### src/rtl/fetch_prefetch_queue_if.sv
// Fetch front-end bus: imem request/response, redirect/halt controls and decode handshake.
// master = the fetch queue; slave = the imem/decode environment around it.
`timescale 1ns/1ps
interface fetch_prefetch_queue_if #(
    parameter int unsigned DEPTH = 4,
    parameter int unsigned AW    = 32,
    parameter int unsigned DW    = 32
);
    localparam int unsigned OW = $clog2(DEPTH + 1);

    logic          imemREN;
    logic [AW-1:0] imemaddr;
    logic [DW-1:0] imemload;
    logic          ihit;
    logic          redirect;
    logic [AW-1:0] redirect_pc;
    logic          halt;
    logic          deq_valid;
    logic          deq_ready;
    logic [DW-1:0] deq_instr;
    logic [AW-1:0] deq_pc;
    logic [AW-1:0] deq_npc;
    logic [OW-1:0] occupancy;

    modport master (
        output imemREN, imemaddr, deq_valid, deq_instr, deq_pc, deq_npc, occupancy,
        input  imemload, ihit, redirect, redirect_pc, halt, deq_ready
    );

    modport slave (
        input  imemREN, imemaddr, deq_valid, deq_instr, deq_pc, deq_npc, occupancy,
        output imemload, ihit, redirect, redirect_pc, halt, deq_ready
    );
endinterface

### src/rtl/fetch_prefetch_queue.sv
// Instruction-fetch front end: owns the PC, issues imem reads and queues {pc, instr} for decode.
// Optional FETCH_BYPASS_EN: present an ihit word on deq_* in the same cycle when the queue is empty.
`timescale 1ns/1ps
module fetch_prefetch_queue #(
    parameter int unsigned PC_INIT = 0,
    parameter int unsigned DEPTH   = 4,
    parameter int unsigned AW      = 32,
    parameter int unsigned DW      = 32
) (
    input logic                      CLK,
    input logic                      RST,
    fetch_prefetch_queue_if.master   bus
);
    localparam int unsigned PW = $clog2(DEPTH);
    localparam int unsigned OW = $clog2(DEPTH + 1);
    localparam logic [AW-1:0] PC_RST = AW'(PC_INIT);

    typedef enum logic {RUN, HALTED} state_e;

    state_e        state_q, state_d;
    logic [PW:0]   wr_ptr_q, wr_ptr_d, rd_ptr_q, rd_ptr_d;
    logic [AW-1:0] pc_q, pc_d;
    logic [AW-1:0] ent_pc_q    [DEPTH];
    logic [AW-1:0] ent_pc_d    [DEPTH];
    logic [DW-1:0] ent_instr_q [DEPTH];
    logic [DW-1:0] ent_instr_d [DEPTH];

    logic          halted;
    logic          empty, full, q_pop;
    logic          fetch_ok, accept, wr_en, rd_en;
    logic          bypass_show, bypass_take;
    logic [PW-1:0] wr_idx, rd_idx;
    logic [AW-1:0] head_pc;

    // ---------------- RUN/HALTED state machine ----------------
    always_ff @(posedge CLK or posedge RST) begin
        if (RST) state_q <= RUN;
        else     state_q <= state_d;
    end

    always_comb begin
        state_d = state_q;
        case (state_q)
            RUN:     if (bus.halt) state_d = HALTED;
            HALTED:  state_d = HALTED;
            default: state_d = RUN;
        endcase
    end

    always_comb begin
        halted = (state_q == HALTED);
    end

    // ---------------- queue status and handshake ----------------
    always_comb begin
        wr_idx = wr_ptr_q[PW-1:0];
        rd_idx = rd_ptr_q[PW-1:0];
        empty  = (wr_ptr_q == rd_ptr_q);
        full   = (wr_ptr_q[PW] != rd_ptr_q[PW]) && (wr_idx == rd_idx);
        // Queue-side pop only: the slot freed when full is always a queued entry,
        // which keeps imemREN independent of the bypass path.
        q_pop    = ~empty & bus.deq_ready;
        fetch_ok = ~RST & ~halted & ~bus.redirect & (~full | q_pop);
        accept   = bus.ihit & fetch_ok;
`ifdef FETCH_BYPASS_EN
        bypass_show = empty & accept;
        bypass_take = empty & accept & bus.deq_ready;
`else
        bypass_show = 1'b0;
        bypass_take = 1'b0;
`endif
        wr_en = accept & ~bypass_take;
        rd_en = q_pop & ~bus.redirect;
    end

    // ---------------- next-state datapath ----------------
    always_comb begin
        wr_ptr_d    = wr_ptr_q;
        rd_ptr_d    = rd_ptr_q;
        pc_d        = pc_q;
        ent_pc_d    = ent_pc_q;
        ent_instr_d = ent_instr_q;
        if (bus.redirect) begin
            rd_ptr_d = wr_ptr_q;
            pc_d     = bus.redirect_pc & ~AW'(3);
        end else begin
            if (accept) pc_d = pc_q + AW'(4);
            if (wr_en) begin
                ent_pc_d[wr_idx]    = pc_q;
                ent_instr_d[wr_idx] = bus.imemload;
                wr_ptr_d            = wr_ptr_q + {{PW{1'b0}}, 1'b1};
            end
            if (rd_en) rd_ptr_d = rd_ptr_q + {{PW{1'b0}}, 1'b1};
        end
    end

    always_ff @(posedge CLK or posedge RST) begin
        if (RST) begin
            wr_ptr_q <= '0;
            rd_ptr_q <= '0;
            pc_q     <= PC_RST;
        end else begin
            wr_ptr_q <= wr_ptr_d;
            rd_ptr_q <= rd_ptr_d;
            pc_q     <= pc_d;
        end
    end

    // Entry storage carries no reset: contents are only observed behind deq_valid.
    always_ff @(posedge CLK) begin
        ent_pc_q    <= ent_pc_d;
        ent_instr_q <= ent_instr_d;
    end

    // ---------------- outputs ----------------
    always_comb begin
        head_pc       = bypass_show ? pc_q : ent_pc_q[rd_idx];
        bus.imemREN   = fetch_ok;
        bus.imemaddr  = pc_q;
        bus.deq_valid = ~empty | bypass_show;
        bus.deq_pc    = head_pc;
        bus.deq_instr = bypass_show ? bus.imemload : ent_instr_q[rd_idx];
        bus.deq_npc   = head_pc + AW'(4);
        bus.occupancy = OW'(wr_ptr_q - rd_ptr_q);
    end
endmodule

### src/flat_wrapper.sv
// flat-port wrapper written by rule: the top's interface ports become plain ports
module fetch_prefetch_queue_flat 
#(
    parameter int unsigned PC_INIT = 0,
    parameter int unsigned DEPTH   = 4,
    parameter int unsigned AW      = 32,
    parameter int unsigned DW      = 32
)
  (CLK, RST, bus_imemREN, bus_imemaddr, bus_deq_valid, bus_deq_instr, bus_deq_pc, bus_deq_npc, bus_occupancy, bus_imemload, bus_ihit, bus_redirect, bus_redirect_pc, bus_halt, bus_deq_ready);
  fetch_prefetch_queue_if #(.DEPTH(DEPTH), .AW(AW), .DW(DW)) bus_i ();
  input logic CLK;
  input logic RST;
  output wire logic [$bits(bus_i.imemREN)-1:0] bus_imemREN;
  output wire logic [$bits(bus_i.imemaddr)-1:0] bus_imemaddr;
  output wire logic [$bits(bus_i.deq_valid)-1:0] bus_deq_valid;
  output wire logic [$bits(bus_i.deq_instr)-1:0] bus_deq_instr;
  output wire logic [$bits(bus_i.deq_pc)-1:0] bus_deq_pc;
  output wire logic [$bits(bus_i.deq_npc)-1:0] bus_deq_npc;
  output wire logic [$bits(bus_i.occupancy)-1:0] bus_occupancy;
  input wire logic [$bits(bus_i.imemload)-1:0] bus_imemload;
  input wire logic [$bits(bus_i.ihit)-1:0] bus_ihit;
  input wire logic [$bits(bus_i.redirect)-1:0] bus_redirect;
  input wire logic [$bits(bus_i.redirect_pc)-1:0] bus_redirect_pc;
  input wire logic [$bits(bus_i.halt)-1:0] bus_halt;
  input wire logic [$bits(bus_i.deq_ready)-1:0] bus_deq_ready;
  assign bus_imemREN = bus_i.imemREN;
  assign bus_imemaddr = bus_i.imemaddr;
  assign bus_deq_valid = bus_i.deq_valid;
  assign bus_deq_instr = bus_i.deq_instr;
  assign bus_deq_pc = bus_i.deq_pc;
  assign bus_deq_npc = bus_i.deq_npc;
  assign bus_occupancy = bus_i.occupancy;
  assign bus_i.imemload = bus_imemload;
  assign bus_i.ihit = bus_ihit;
  assign bus_i.redirect = bus_redirect;
  assign bus_i.redirect_pc = bus_redirect_pc;
  assign bus_i.halt = bus_halt;
  assign bus_i.deq_ready = bus_deq_ready;
  fetch_prefetch_queue #(.PC_INIT(PC_INIT), .DEPTH(DEPTH), .AW(AW), .DW(DW)) u_core (.CLK(CLK), .RST(RST), .bus(bus_i));
endmodule
### config.mk
export PLATFORM = sky130hd
export DESIGN_NAME = fetch_prefetch_queue_flat
export DESIGN_NICKNAME = d
export VERILOG_FILES = /design/src/rtl/fetch_prefetch_queue_if.sv /design/src/rtl/fetch_prefetch_queue.sv /design/src/flat_wrapper.sv
export SDC_FILE = /design/constraint.sdc
export NUM_CORES = 1
export LEC_CHECK = 0
export ABC_AREA = 1
export CORE_ASPECT_RATIO = 0.8
export CORE_MARGIN = 5
export CORE_UTILIZATION = 25
export CTS_CLUSTER_SIZE = 14
export DETAILED_ROUTE_END_ITERATION = 16
export DONT_BUFFER_PORTS = 1
export PLACE_DENSITY = 0.4
export RECOVER_POWER = 50
export SYNTH_ARGS = -nofsm -noshare
export SYNTH_HDL_FRONTEND = slang
export SYNTH_SLANG_ARGS = --single-unit
### constraint.sdc
create_clock -name CLK -period 7.5 [get_ports CLK]
set_input_delay 1.5 -clock CLK [delete_from_list [all_inputs] [get_ports CLK]]
set_output_delay 1.5 -clock CLK [all_outputs]
set_load 0.05 [all_outputs]
---- After elaboration in Yosys (flattened, before gate mapping) ----
Cells that the tools add are included.
operators by class
  $add $sub $neg .......................... 5
  multiply operators ...................... 0
  div/mod/pow operators ................... 0
  magnitude comparators ................... 3
  equal/unequal tests ..................... 3
  shift operators ......................... 0
  multiplexer cells ....................... 16
  bitwise gates (word level) .............. 14
  reductions and logical operators ........ 5
operator list
  cell                     count
  $bwmux W128              2
  $mux W32                 7
  $bmux W32 S2             2
  $add A32 B3 Y32 const B  2
  $demux W32 S2            1
  $add A3 B1 Y3 const B    2
  $and A1 B1 Y1            6
  $ge A3 B3 Y1 const B     2
  $mux W3                  2
  $not A2 Y3               2
  $not A1 Y1               5
  $reduce_bool A2 Y1       2
  $eq A3 B3 Y1             1
  $lt A3 B1 Y1 const B     1
  $sub A3 B3 Y3            1
  $eq A2 B2 Y1             1
  $logic_and A1 B1 Y1      2
  $pmux W1 S2              1
  $reduce_and A2 Y1        1
  $mux W1                  1
  $ne A1 B1 Y1             1
  $or A1 B1 Y1             1
storage, ports and cells
  register bits after elaboration ......... 295
  bits in latches ......................... 0
  bits in writable memories ............... 0
  bits in read-only memories .............. 0
  output and inout bits ................... 133
  word-level logic and storage cells ...... 58
  memories ................................ 0

---- Logic depth before layout (Yosys ltp) ----
Gate-level depths: netlist of run 1.
  word-level depth ........................ 8
  depth in mapped cells ................... 16
  gate-level depth less buffers ........... 13

---- Worst setup path before layout of run 1 ----
Ideal clock, no wire load.
  path type ............................... input -> register
  start ................................... input port bus_redirect
  end ..................................... register u_core.ent_instr_q[100] (netlist name), enable pin
  setup time .............................. 482 ps
  arrival time ............................ 5210 ps
  data required time ...................... 7018 ps
  slack ................................... 1808 ps
  stages on the path ...................... 7
  cells stage by stage .................... nor3_1 > nand2_1 > inv_1 > nand2_1 > buf_2 > buf_1 > nor2_1
on the way
  word-level cells in the longest chain between the ends .. 5
ends and longest elaborated chain
  element                      line                         source
  from (decl)                  flat_wrapper.sv:22           input wire logic [$bits(bus_i.redirect)-1:0] bus_redirect;
  $not A1 Y1 (no line)         n/a
  $and A1 B1 Y1 (2 in a row)   fetch_prefetch_queue.sv:63   fetch_ok = ~RST & ~halted & ~bus.redirect & (~full | q_pop);
  net bus_imemREN              flat_wrapper.sv:13           output wire logic [$bits(bus_i.imemREN)-1:0] bus_imemREN;
  $and A1 B1 Y1                fetch_prefetch_queue.sv:64   accept = bus.ihit & fetch_ok;
  $reduce_and A2 Y1 (no line)  n/a
  to (signal assigned)         fetch_prefetch_queue.sv:112  ent_instr_q <= ent_instr_d;
  to (decl)                    fetch_prefetch_queue.sv:25   logic [DW-1:0] ent_instr_q [DEPTH];
The timed path passes the listed nets, and every way through them passes these cells.
A chain may end at the register's enable or synchronous reset.

---- Final worst setup path of run 1 ----
  start ................................... register u_core.rd_ptr_q[1]
  end ..................................... output port bus_deq_npc[8]
on the way
  word-level cells in the longest chain between the ends .. 5
ends and longest elaborated chain
  element                                      line                         source
  from (decl)                                  fetch_prefetch_queue.sv:21   logic [PW:0] wr_ptr_q, wr_ptr_d, rd_ptr_q, rd_ptr_d;
  from (signal assigned)                       fetch_prefetch_queue.sv:104  rd_ptr_q <= rd_ptr_d;
  $not A2 Y3 (implied by the code)             fetch_prefetch_queue.sv:117  head_pc = bypass_show ? pc_q : ent_pc_q[rd_idx];
  $bmux W32 S2                                 fetch_prefetch_queue.sv:117
  $mux W32 (implied by the code) (2 in a row)  fetch_prefetch_queue.sv:117
  net bus_deq_pc[2]                            flat_wrapper.sv:17           output wire logic [$bits(bus_i.deq_pc)-1:0] bus_deq_pc;
  $add A32 B3 Y32                              fetch_prefetch_queue.sv:123  bus.deq_npc = head_pc + AW'(4);
  to (decl)                                    flat_wrapper.sv:18           output wire logic [$bits(bus_i.deq_npc)-1:0] bus_deq_npc;
The timed path passes the listed nets, and every way through them passes these cells. The select of a mux whose other input is x is not followed.

==> impl.org, run 1 <==
** Clocking
- Setup fix buffers added after clock tree synthesis :: 0
- Max clock buf depth :: 3
- TritonCTS built the clock tree.
- The number of gates resized after CTS was 0.
- Total number of clock tree sinks :: 285
- The H-tree was split into 2 levels.
- TritonCTS created 34 clock buffers.
- Quantity of hold-fixing buffers added after cts :: 0
- Later-pin clock latency in the skew report :: 0.52 ns
- Clock-pin slew reported for the worst setup and hold paths after clock tree synthesis :: 0.06 ns
- Clock tree synthesis selected as its root buffer the cell clkbuf_16.

** Setup path
- The worst setup path is captured at an output pin.
- At the worst endpoint, the arrival time is 4.94 ns.
- STA classifies the critical path startpoint as a flip-flop.
- In this run the worst path has a maximum fanout of 45.
- Req. time, crit path :: 6.00 ns
- Worst Setup Path Type :: reg2out

** Detailed routing
- The detail route stage leaves a number of antenna-violating nets equal to 0.
- The first routing iteration left 582 violations.
- Detail Route met2 WL :: 18,200 um
- After detailed routing, the met3 layer carries 2440 um of wire.
- For this run, design rule violations remaining after detail routing come to 0.
- The first detailed-routing pass ran for 4 iterations.
- DR top layer :: met4
- Vias per Instance :: 4.49
- Final routed wirelength across all metal layers :: 41,400 um
- The detailed router put a total of 19,800 um of wire on met1.
- For this block, the via count after detailed routing is 9,465.
- Dividing the detail-routed wire length by the instance count gives 19.6 um.

** STA
- The clock period could shrink to 6.44 ns.
- Endpoints failing setup :: 0
- Number of hold violations in the final report :: 0
- Worst hold-check slack :: 0.498 ns
- The number of max-slew violations in the final report came to 185.
- For the pin with the worst max-slew slack, the measured transition is 2.45 ns.
- Post-route setup TNS :: 0 ns
- Fmax :: 0.155 GHz
- Final critical-path share of the clock period :: 85.8%
- Measured against its own limit, the worst slew margin works out to -63.2%.
- Across the routed clock network, the largest skew measured is 0.0163 ns.
- Setup repair after global routing left no endpoint under its margin.

** Die
- Floorplan core area :: 0.0526 mm^2
- 203 I/O pins were placed.
- Rows :: 75
- In this run the vertical extent of the chip is 217 um.
- Die extent in x :: 269 um
- Initial standard-cell utilization of the core :: 25.4%
- The die covers 0.0582 mm^2.

** Status
- The checks that failed: capacitance limit, slew limit.
- The run finished, with violations left.

** Place
- Port Buffer Count :: 0
- Final RePlAce weighted congestion :: 0.867
- The placed instances occupy a cell area of 0.0142 mm^2.
- Detailed placement finished with a half-perimeter wire length of 27,900 um.

** Worst hold path
- The worst hold path belongs to the class reg2reg.

** Synthesis
- The synthesized design devotes to its leading area cell type 55.7% of total area.
- Post-Syn Area per Cell :: 9.67 um^2
- Biggest area contributors in the synthesized netlist :: edfxtp_1 (56%), nand2_1 (13%), dfrtp_1 (6.9%), nor2_1 (4.5%), nand3_1 (3.9%)
- Cell accounting for the most synthesized area :: edfxtp_1
- Gate count after technology mapping :: 1,382
- Number of distinct library cell variants in the gate-level netlist after synthesis :: 39
- Ys flop type :: edfxtp_1
- Async set or reset register ratio after synthesis :: 13.0%
- Sequential fraction of the synthesis area :: 62.6%
- Number of warning messages in the yosys log :: 0
- After synthesis the netlist holds a flip-flop and latch count of 285.
- After synthesis the cells add up to 0.0134 mm^2.
- Yosys mapped a number of flops with a built-in enable equal to 248.

** Power
- Worst ir drop on vdd :: 0.000148 V
- Total power per unit cell area :: 340 mW/mm^2
- Summed over all cells, the static leakage comes to 5.80 nW.

** Flow run
- Across the run, the number of max-cap violations was 4.

** Global route
- The via count of the first global-routing pass came to 9,317.
- Remaining Overflow, GRT :: 0
- The initial antenna violation count was 2.
- Overall fraction of global-route tracks in use :: 14.0%
- The first global-routing pass estimated 61,600 um of wire.
- Maximum number of pins on one net before global-route repair :: 82

** Layout
- Fraction of final layout cells with drive strength greater than 1 :: 6.31%
- After routing the design area is 0.0153 mm^2.
- The net count of the finished layout is 1,468.
- For this run, the share of the core covered by cells in the final layout is 29.0%.
- The area growth from synthesis to layout is 14.4%.
[state kept, by name, summed over array words and instances, names as in the netlist]
name and cells:
u_core.wr_ptr_q 3, u_core.ent_instr_q 128, u_core.rd_ptr_q 3, u_core.halted 1, u_core.bus.imemaddr 30, u_core.ent_pc_q 120
[metal layers]
layer  global-route usage [%]  vias to the layer above
met5                        0                        -
met4                     3.75                        0
met3                     3.25                       50
met2                     21.2                      229
met1                     20.2                     4538
li1                         -                     4648
[cells in the final DEF (no fill, tap or decap), types with 2 or more instances in the layout]
| master | n |
|---|---|
| nand3_1 | 105 |
| nor2_2 | 8 |
| nand2_1 | 463 |
| xor2_1 | 32 |
| nor2_4 | 4 |
| clkinv_2 | 3 |
| xnor2_1 | 7 |
| clkbuf_16 | 37 |
| nand4_1 | 10 |
| edfxtp_1 | 248 |
| nand2_2 | 5 |
| inv_1 | 82 |
| conb_1 | 6 |
| nor3_1 | 9 |
| nor2_1 | 158 |
| diode_2 | 3 |
| dfrtp_4 | 2 |
| bufinv_16 | 5 |
| or2_2 | 3 |
| a21oi_1 | 5 |
| o21bai_1 | 3 |
| clkbuf_1 | 16 |
| dfrtp_1 | 35 |
| o21ai_0 | 75 |
| o22ai_1 | 32 |
| o211ai_1 | 11 |
| clkinv_1 | 7 |
| buf_4 | 17 |
| ha_1 | 9 |
[worst max-delay path: stages, from the launching register on]
cell and delay [ns]:
dfrtp_4 0.84, inv_1 0.68, nor2_1 0.22, o21ai_0 0.10, nand2_1 0.10, clkbuf_1 0.83
ha_1 0.37, nand2_1 0.20, nor2_2 0.24, xor2_1 0.82
[worst paths after layout]
check / from / to / slack (ns) / depth (start not counted)
min reg2reg: u_core.halted / u_core.halted / 0.50 / 1
max reg2reg: u_core.rd_ptr_q[0] / u_core.ent_instr_q[1] / 1.73 / 10
max in group asynchronous: RST / u_core.rd_ptr_q[1] / 4.24 / 2
min in group asynchronous: RST / u_core.bus.imemaddr[26] / 1.68 / 2
max: u_core.rd_ptr_q[1] / bus_deq_npc[8] / 1.06 / 9
min: u_core.halted / u_core.halted / 0.50 / 1
[cells by family (layout without fill, tap and decap cells)]
| family | Yosys count | count (layout) | synth area share (%) |
|---|---|---|---|
| AO/OA/AOI/OAI | 132 | 132 | 5.64 |
| flip-flops | 285 | 285 | 62.6 |
| adder cells (fa/ha/maj) | 10 | 10 | 0.992 |
| other | 1 | 9 | 0.0281 |
| XOR/XNOR | 39 | 39 | 2.56 |
| buffers and inverters | 147 | 171 | 4.87 |
| AND/OR/NAND/NOR | 768 | 768 | 23.3 |
[through the flow]
stage	power [W]	worst slack [ns]	cells
floorplan	0.00320	1.81	1387
global placement	0.00356	2.11	2045
detailed placement	0.00356	2.09	2045
CTS	0.00529	1.51	2104
global route	0.00546	0.699	2104
finish	0.00520	1.06	2107
[where the power goes]
part	internal [W]	total (W)	leakage [nW]	switching (W)
Combinational	0.000247	0.00161	2.57	0.00137
Sequential	0.00175	0.00189	2.67	0.000136
Clock	0.00106	0.00170	0.557	0.000636
[layout make-up]
type                    count  area (um^2)
clock buffers              45          956
inverters                  85          322
repair buffers             27          183
flip-flops and latches    285         8380
fillers                  5435        37400
clock inverters            14          188
well taps                 693          867
diodes                      3         7.51
multi-input cells         955         4390
[synth_stat cells, types with 2 or more instances]
cell type	instances
dfrtp_1	37
nor2_1	161
or2_2	3
o22ai_1	32
edfxtp_1	248
buf_2	17
o21ai_0	75
xnor2_1	7
nor3_1	9
buf_6	5
nand2_1	463
ha_1	9
inv_1	81
clkbuf_1	28
nand4_1	10
nand2_2	5
a21oi_1	5
buf_1	2
buf_4	10
nand3_1	105
o21bai_1	3
nor2_2	8
inv_2	2
xor2_1	32
o211ai_1	11
No activity file was read; power rests on OpenSTA's default activity.
==> run 2, diff against run 1 <==
CORE_UTILIZATION = 60   (was 25)
PLACE_DENSITY = 0.78   (was 0.4)
==> run 2 against run 1 <==
  * The run still ends with capacitance limit, slew limit left
  * Routed wire length fell by 20%
  * Worst hold slack got worse by 0.0066 ns
  * Critical path type unchanged
  * Sequential share of layout area increased by 3.0 points
  * Global-route usage grew 11 points
  * First-iteration DRC count increased by 73%
  * Sequential power is essentially flat
  * Clock power down 21%
  * Combinational power is essentially flat
  * Largest power group unchanged
  * Fmax up 3.6%
  * Non-clock buffer count fell by 6
  * Clock-buffer cell count is 10 lower
==> impl.org, run 2 (synthesized netlist as in run 1, its figures left out) <==
** Status
- Outcome :: complete, but fails checks
- The final reports fail on capacitance limit, slew limit.

** Power
- Internal power comes to 0.00276 W.
- Worst ir drop on vdd :: 0.000268 V
- Leakage :: 5.66 nW
- Sequential cells account for 38.9% of the total power.
- Proportion of total power due to net switching :: 42.3%
- Relative contribution of the clock network to total power :: 28.0%
- Total power per unit cell area :: 330 mW/mm^2
- Summed over all nets, the switching power comes to 0.00202 W.
- The share of total power dissipated in combinational logic is 33.1%.

** Layout
- u_core.ent_instr_q holds more flip-flops than any other register.
- 0 antenna diodes ended up in the layout.
- The area growth from synthesis to layout is 8.37%.
- The finished cells cover 0.0145 mm^2.
- Most frequent cells in the layout :: nand2_1 (463), edfxtp_1 (248), nor2_1 (159)
- In the final layout, the multi-input gates occupy 0.00438 mm^2.
- The register with the most flip-flops in the layout has 128 of them.
- # nets final :: 1,456
- Area of all sequential standard cells :: 0.00838 mm^2
- Leaving out fill and tap cells, the most frequent cell in the layout is nand2_1.
- Fraction of final layout cells with drive strength greater than 1 :: 6.02%
- After filler insertion, the fill cell instance count of the layout stands at 1,680.

** Clocking
- Clock tree synthesis selected as its root buffer the cell clkbuf_16.
- Quantity of hold-fixing buffers added after cts :: 0
- Counting the buffers created by CTS gives 28.
- The number of setup buffers added after CTS is 0.
- Max clock buf depth :: 3
- For the worst-skew pair, the clock arrives at the later sink with an insertion delay of 0.54 ns.
- After clock tree synthesis, the repair step resized 0 gates.
- TritonCTS clock tree :: built
- Number of H-tree levels :: 1
- Clock-pin slew reported for the worst setup and hold paths after clock tree synthesis :: 0.06 ns
- Total number of clock tree sinks :: 285

** Setup path
- STA classifies the critical path startpoint as a flip-flop.
- In this run the number of cells on the critical path is 10.
- Crit path capture type :: output pin
- Traced cell by cell, the critical path runs through inv_1 -> clkbuf_1 -> nand3_1 -> nand2_1 -> nand2_1 -> nor2_1 -> nand2_1 -> nor2_1 -> nand3_1 -> nand2_1.
- Measured in cells, the most critical reg-to-reg path has a length of 11.
- Startpoint of the most critical register-to-register path :: u_core.rd_ptr_q[1]
- In this run the worst path has a maximum fanout of 35.
- Largest stage delay on the critical path :: 1.36 ns
- Library cell appearing most often on the critical path :: nand2_1
- In this run the worst setup path begins at u_core.rd_ptr_q[1].
- Worst Setup Path Type :: reg2out
- Req. time, crit path :: 6.00 ns
- Standard cell with the maximum stage delay on the critical path :: clkbuf_1
- Counting both buffers and inverters, the worst setup path holds a total of 2.
- Broken down by cell family, the worst path's largest delay share belongs to buffers and inverters.
- Data arrives at the worst endpoint at 4.71 ns.

** Die
- The floorplan has 48 rows.
- Floorplan core area :: 0.0217 mm^2
- The floorplan step set the die width to 177 um.
- Initial standard-cell utilization of the core :: 61.5%
- 203 I/O pins were placed.
- The die covers 0.0254 mm^2.
- DIE HEIGHT :: 144 um

** Place
- Final HPWL from detailed placement :: 21,500 um
- After detailed placement, the total cell area comes to 0.0136 mm^2.
- Final RePlAce weighted congestion :: 0.985
- Port Buffer Count :: 0

** Global route
- Number of global-route vias before repair :: 9,175
- The first global-routing pass estimated 50,800 um of wire.
- Global routing finished with a remaining overflow of 0.
- Overall fraction of global-route tracks in use :: 25.5%
- Number of antenna violations at the first check in global routing :: 0
- Maximum number of pins on one net before global-route repair :: 77

** Detailed routing
- In the routed design, unresolved DRC markers number 0.
- Vias per Instance :: 5.73
- For this block, the initial DRC count from the detailed router was 1,009.
- Routed wirelength normalized by instance count :: 19.4 um
- The first detailed-routing pass took 6 iterations.
- Final routed wirelength across all metal layers :: 32,900 um
- Antenna violation net count after detailed routing :: 0
- The final route contains 9,716 vias.

** Worst hold path
- Worst hold path stage count :: 1
- Worst hold path startpoint :: u_core.halted
- Class of the tightest hold or removal check :: reg2reg

** STA
- Endpoints failing setup :: 0
- Max-slew headroom at the worst pin :: -33.9%
- Setup repair after global routing left no endpoint under its margin.
- Adding up every negative setup slack in the final design gives 0 ns.
- The smallest clock period supported by the final layout is computed as 6.21 ns.
- Fmax :: 0.161 GHz
- In the finished design, the share of the clock period the worst path needs comes to 82.8%.
- Number of hold violations in the final report :: 0
- Clock tree skew after final layout :: 0.00677 ns
- Number of max-slew violations in the final report :: 103
- At the pin with the least slew margin, the transition time is 2.01 ns.

** Flow run
- Max-cap check violation count :: 3
[run 2: metal layers]
layer / up-vias / wire [um] / global-route usage, %
met2: 428 / 14700 / 39.1
met1: 4634 / 14000 / 37.8
li1: 4613 / - / -
met4: 0 / 498 / 5.29
met3: 41 / 3780 / 6.13
met5: - / 0 / 0
[run 2: path summary, 6_finish.rpt]
| check | endpoint | slack [ns] |
|---|---|---|
| min in group asynchronous | u_core.wr_ptr_q[2] | 1.57 |
| max | bus_deq_npc[31] | 1.29 |
| max reg2reg | u_core.ent_instr_q[37] | 1.74 |
| min | u_core.halted | 0.49 |
| min reg2reg | u_core.halted | 0.49 |
| max in group asynchronous | u_core.rd_ptr_q[0] | 4.51 |
[run 2: final cells by class]
class,count,share of cell area (%)
flip-flops and latches,285,57.8
multi-input cells,955,30.2
clock buffers,35,5.36
well taps,300,2.59
inverters,85,2.22
repair buffers,21,1.02
clock inverters,14,0.751
[run 2: power by group through the flow]
| stage | combinational (W) | clock, W | sequential, W |
|---|---|---|---|
| after global routing | 0.00168 | 0.00143 | 0.00186 |
| final | 0.00158 | 0.00134 | 0.00186 |
| after detailed placement | 0.00157 | 0 | 0.00189 |
| after floorplan | 0.00133 | 0 | 0.00187 |
| after CTS | 0.00157 | 0.00136 | 0.00186 |
| after global placement | 0.00155 | 0 | 0.00189 |
[run 2: per-stage QoR]
| stage | setup slack [ns] | hold WS (ns) | utilization [%] | power, W | cells |
|---|---|---|---|---|---|
| 3_3_place_gp | 2.51 | 0.460 | 62.7 | 0.00344 | 1646 |
| 3_5_place_dp | 2.47 | 0.469 | 62.7 | 0.00346 | 1646 |
| 4_1_cts | 1.89 | 0.483 | 66.8 | 0.00479 | 1695 |
| 2_1_floorplan | 1.81 | 0.441 | - | 0.00320 | 1387 |
| 6_report | 1.29 | 0.492 | 66.6 | 0.00478 | 1695 |
| 5_1_grt | 0.939 | 0.521 | 66.6 | 0.00497 | 1695 |
